$ cat config.mk
export PLATFORM = sky130hd
export DESIGN_NAME = zsy_bcd_cnt_disp
export DESIGN_NICKNAME = d
export VERILOG_FILES = /design/src/rtl/zsy_bcd_cnt_disp.sv
export SDC_FILE = /design/constraint.sdc
export NUM_CORES = 1
export LEC_CHECK = 0
export BUFFER_PORTS_ARGS = -buffer_cell sky130_fd_sc_hd__clkbuf_2
export CAP_MARGIN = 20
export CORE_MARGIN = 1
export CORE_UTILIZATION = 30
export CTS_CLUSTER_DIAMETER = 50
export CTS_CLUSTER_SIZE = 12
export DETAILED_ROUTE_END_ITERATION = 10
export SLEW_MARGIN = 40
export SYNTH_ARGS = -nofsm -noshare
export SYNTH_HDL_FRONTEND = slang
export SYNTH_SLANG_ARGS = --single-unit
$ cat constraint.sdc
create_clock -name CP -period 3.09 [get_ports CP]
set_clock_uncertainty 0.15 [all_clocks]
set_input_delay 0.618 -clock CP [delete_from_list [all_inputs] [get_ports CP]]
set_output_delay 0.618 -clock CP [all_outputs]
set_load 0.01 [all_outputs]
$ cat src/rtl/zsy_bcd_cnt_disp.sv
// rtl/zsy_bcd_cnt_disp.sv - multi-digit BCD up/down counter with terminal reload and multiplexed 7-segment display
// Optional leading-zero blanking: define ZSY_BCD_LZB_EN.
module zsy_bcd_cnt_disp #(
    parameter int DIGITS = 2,
    parameter int SCAN_W = 4
) (
    input  logic                  CP,
    input  logic                  MRN,
    input  logic                  EN,
    input  logic                  UP,
    input  logic                  LD,
    input  logic [4*DIGITS-1:0]   Dn,
    input  logic [4*DIGITS-1:0]   DataB,
    output logic [4*DIGITS-1:0]   Q,
    output logic                  TC,
    output logic [7:0]            Seg,
    output logic [DIGITS-1:0]     Dig
);

    localparam int W     = 4 * DIGITS;
    localparam int IDX_W = (DIGITS > 1) ? $clog2(DIGITS) : 1;

    logic [W-1:0]       q_inc;
    logic [W-1:0]       q_dec;
    logic [W-1:0]       q_next;
    logic               tc_next;
    logic               carry;
    logic               borrow;
    logic [3:0]         inc_digit;
    logic [3:0]         dec_digit;

    logic [SCAN_W-1:0]  pre;
    logic [IDX_W-1:0]   idx;
    logic [3:0]         cur_digit;
    logic [DIGITS-1:0]  upper_zero;
    logic               zero_acc;
    logic               blank;

    function automatic logic [6:0] seg7(input logic [3:0] v);
        case (v)
            4'd0:    seg7 = 7'h3F;
            4'd1:    seg7 = 7'h06;
            4'd2:    seg7 = 7'h5B;
            4'd3:    seg7 = 7'h4F;
            4'd4:    seg7 = 7'h66;
            4'd5:    seg7 = 7'h6D;
            4'd6:    seg7 = 7'h7D;
            4'd7:    seg7 = 7'h07;
            4'd8:    seg7 = 7'h7F;
            4'd9:    seg7 = 7'h6F;
            default: seg7 = 7'h00;
        endcase
    endfunction

    // Ripple carry: digits >= 9 (including A..F) roll to 0 and pass the carry on.
    always_comb begin
        q_inc     = Q;
        carry     = 1'b1;
        inc_digit = 4'd0;
        for (int i = 0; i < DIGITS; i++) begin
            inc_digit = Q[i*4 +: 4];
            if (carry) begin
                if (inc_digit >= 4'd9) begin
                    q_inc[i*4 +: 4] = 4'd0;
                end else begin
                    q_inc[i*4 +: 4] = inc_digit + 4'd1;
                    carry           = 1'b0;
                end
            end
        end
    end

    // Ripple borrow: 0 rolls to 9 with borrow, A..F snaps to 9 and absorbs it.
    always_comb begin
        q_dec     = Q;
        borrow    = 1'b1;
        dec_digit = 4'd0;
        for (int i = 0; i < DIGITS; i++) begin
            dec_digit = Q[i*4 +: 4];
            if (borrow) begin
                if (dec_digit == 4'd0) begin
                    q_dec[i*4 +: 4] = 4'd9;
                end else if (dec_digit > 4'd9) begin
                    q_dec[i*4 +: 4] = 4'd9;
                    borrow          = 1'b0;
                end else begin
                    q_dec[i*4 +: 4] = dec_digit - 4'd1;
                    borrow          = 1'b0;
                end
            end
        end
    end

    always_comb begin
        q_next  = Q;
        tc_next = 1'b0;
        if (LD) begin
            q_next = Dn;
        end else if (EN) begin
            if (Q == DataB) begin
                q_next  = Dn;
                tc_next = 1'b1;
            end else if (UP) begin
                q_next = q_inc;
            end else begin
                q_next = q_dec;
            end
        end
    end

    always_ff @(posedge CP or negedge MRN) begin
        if (!MRN) begin
            Q  <= '0;
            TC <= 1'b0;
        end else begin
            Q  <= q_next;
            TC <= tc_next;
        end
    end

    always_ff @(posedge CP or negedge MRN) begin
        if (!MRN) begin
            pre <= '0;
            idx <= '0;
        end else begin
            pre <= pre + SCAN_W'(1);
            if (pre == {SCAN_W{1'b1}}) begin
                idx <= (idx == IDX_W'(DIGITS - 1)) ? '0 : idx + IDX_W'(1);
            end
        end
    end

    // upper_zero[k] is set when digit k and all more-significant digits are zero.
    always_comb begin
        cur_digit  = 4'd0;
        upper_zero = '0;
        zero_acc   = 1'b1;
        blank      = 1'b0;
        for (int i = DIGITS - 1; i >= 0; i--) begin
            zero_acc      = zero_acc & (Q[i*4 +: 4] == 4'd0);
            upper_zero[i] = zero_acc;
        end
        for (int i = 0; i < DIGITS; i++) begin
            if (idx == IDX_W'(i)) begin
                cur_digit = Q[i*4 +: 4];
`ifdef ZSY_BCD_LZB_EN
                if (i != 0) begin
                    blank = upper_zero[i];
                end
`endif
            end
        end
    end

    always_ff @(posedge CP or negedge MRN) begin
        if (!MRN) begin
            Seg <= 8'h00;
            Dig <= '0;
        end else begin
            Dig <= DIGITS'(1) << idx;
            Seg <= {1'b0, blank ? 7'h00 : seg7(cur_digit)};
        end
    end

endmodule

==> qor.yml <==
status: "finished clean"
vias: 1433
globalRouteTotalUtil: 0.137
clock_path_buffers: 2
crit_fanout: 9
setup-violations-final: 0
clkSinkCount: 23
wl_per_cell_um: 13.4
critPathRequiredTime_ns: 3.09
power_density_nw_per_um2: 453
die_h_um: 77.4
power_switching_uw: 325
synth_area_leaders: "dfrtp_1, ha_1, xor2_1, o21ai_0, inv_1"
gp_congestion: 0.860
clock_latency_ns: 0.26
synth_area_per_cell_um2: 9.28
final_area_um2: 1960
rows: 27
syn-num-nets: 218
syn_inst: 184
ys_seq_elements: 23
cts.repair.resized: 0
grt_pass1_vias: 1386
intPower_uw: 563
clk_pin_slew_ns: 0.08
hpwlAfterDp_um: 2960
hp-class: "input port to async pin"
cts_root_buf: "clkbuf_8"
leakagePower_nw: 0.939
fin_crit_sh: 0.741
antenna_found_initial: 0
async_flop_share: 1.00
synth_edf_count: 0
post_cts_buffers: 0
drt-initial-drc-count: 31
cts_max_level: 1
ys_warn_count: 0
rsz0062_at_grt: "false"
start_util: 0.310
netlist.top_cell.by_area: "dfrtp_1"
yosysMostFrequentCell: "dfrtp_1"
fin_setup_tns_ns: 0
core_area_um2: 5510
grt_max_degree: 24
routed_via_density: 5.01
max_freq_mhz: 437
netlist_area_um2: 1710
nets: 249
peakVddDrop_mv: 0.201
fin_crit_ns: 2.29
ys_types: 48
worst_setup_path_start_kind: "flop"
power_frac_comb: 0.356
hold_buffers: 0
areaGrowthSynthToFinish_pct: 14.9
p_seq_frac: 0.436
antennaDiodeCount: 0
cp.arrival_ns: 2.29
die_area_um2: 5990
cts_tree: "yes"
drv_slew: 0
multi_input_area_um2: 995
fillers: 585
drtAntennaViolNets: 0
cts_made_buffers: 3
critPathCaptureType: "flop"
synthTopCellsByCount: "dfrtp_1, inv_1, o21ai_0, ha_1, nand2_1"
synth_flop_cell: "dfrtp_1"
tightestPinTransition_ns: 0.727
io_buffers: 38
p_clk_frac: 0.208
io_pins: 40
drv_cap: 0
die_x_um: 77.4
hold_viol: 0
regArea_um2: 576
placed_area_um2: 1910
grt_pass1_wl_um: 6580
drcViolationCount: 0
dr.pass1.iters: 4
overflow: 0
worstSetupPathType: "flop to flop"
drive_above_1_share: 0.243
ys_seq_area_frac: 0.337
wl_um: 3840
slew_headroom: 0.502
swShare: 0.366
synth_top_area_frac: 0.337
worst paths after layout:
check	slack, ns	cells past startpoint	end	from
max reg2reg	0.80	7	Q[6]	Q[1]
min reg2reg	0.31	1	pre[0]	pre[0]
min	0.18	1	pre[3]	MRN
max	0.80	7	Q[6]	Q[1]
max in group asynchronous	2.24	1	Seg[2]	MRN
min in group CP	0.31	1	pre[0]	pre[0]
flip-flops by register name, indices dropped and copies added (netlist names):
| register | cells |
|---|---|
| Dig | 2 |
| Q | 8 |
| Seg | 7 |
| TC | 1 |
| idx | 1 |
| pre | 4 |
per-layer routing:
metal | track usage | wire [µm]
met5 | 0 | 0
met4 | 0.0509 | 58
met3 | 0.0153 | 127
met2 | 0.243 | 1920
met1 | 0.170 | 1740
worst max-delay path: stages (launching register included):
cell	delay, ns
dfrtp_1	0.53
inv_1	0.11
ha_1	0.24
or3b_4	0.40
nand3_2	0.09
o41ai_2	0.11
nor3b_1	0.20
a221o_1	0.35
final cells by class:
| type | instances | share of cell area |
|---|---|---|
| Multi-Input combinational cell | 133 | 0.507 |
| Sequential cell | 23 | 0.294 |
| Timing Repair Buffer | 39 | 0.101 |
| Tap cell | 72 | 0.0459 |
| Inverter | 15 | 0.0287 |
| Clock buffer | 3 | 0.0211 |
| Clock inverter | 1 | 0.00255 |
cells in the final DEF (no fill, tap or decap), types with 2 or more instances in the layout:
master    Yosys  layout
a211oi_1      3       3
a21o_1        2       2
a21oi_1       9       9
a221o_1       3       3
a31oi_1       4       4
a41oi_1       2       2
and4b_1       2       2
clkbuf_2      0      38
clkbuf_8      0       3
dfrtp_1      23      23
ha_1         13      13
inv_1        15      15
mux2i_1       2       2
nand2_1      12      12
nand2b_1      2       2
nand3_1       3       3
nor2_1       11      11
nor2b_1       4       4
nor3_1        3       3
nor3b_1       2       2
nor4_1        2       2
nor4_4        2       2
o21ai_0      14      14
o21bai_1      2       2
o22a_1        3       3
o22ai_1       3       3
xnor2_1       3       3
xor2_1        9       9
power groups by stage:
| stage | clock (mW) | combinational (mW) | sequential (mW) |
|---|---|---|---|
| 2_1_floorplan | 0 | 0.232 | 0.384 |
| 3_3_place_gp | 0 | 0.315 | 0.393 |
| 3_5_place_dp | 0 | 0.318 | 0.394 |
| 4_1_cts | 0.192 | 0.320 | 0.387 |
| 5_1_grt | 0.204 | 0.357 | 0.394 |
| 6_report | 0.185 | 0.316 | 0.387 |
per-stage QoR:
stage	power (mW)	setup WS, ns	hold WS, ns	std cells	util
2_1_floorplan	0.616	0.882	0.172	184	-
3_3_place_gp	0.708	0.823	0.299	282	0.348
3_5_place_dp	0.712	0.805	0.297	282	0.348
4_1_cts	0.899	0.790	0.200	286	0.356
5_1_grt	0.956	0.610	0.220	286	0.356
6_report	0.888	0.802	0.179	286	0.356
logic make-up after synthesis:
| group | share of synthesized area |
|---|---|
| flip-flops | 0.337 |
| AND/OR/NAND/NOR | 0.180 |
| buffers and inverters | 0.0799 |
| other | 0.00220 |
| AO/OA/AOI/OAI | 0.232 |
| multiplexers | 0.0117 |
| XOR/XNOR | 0.0616 |
| adder cells (fa/ha/maj) | 0.0953 |
No activity file was read; power rests on OpenSTA's default activity.
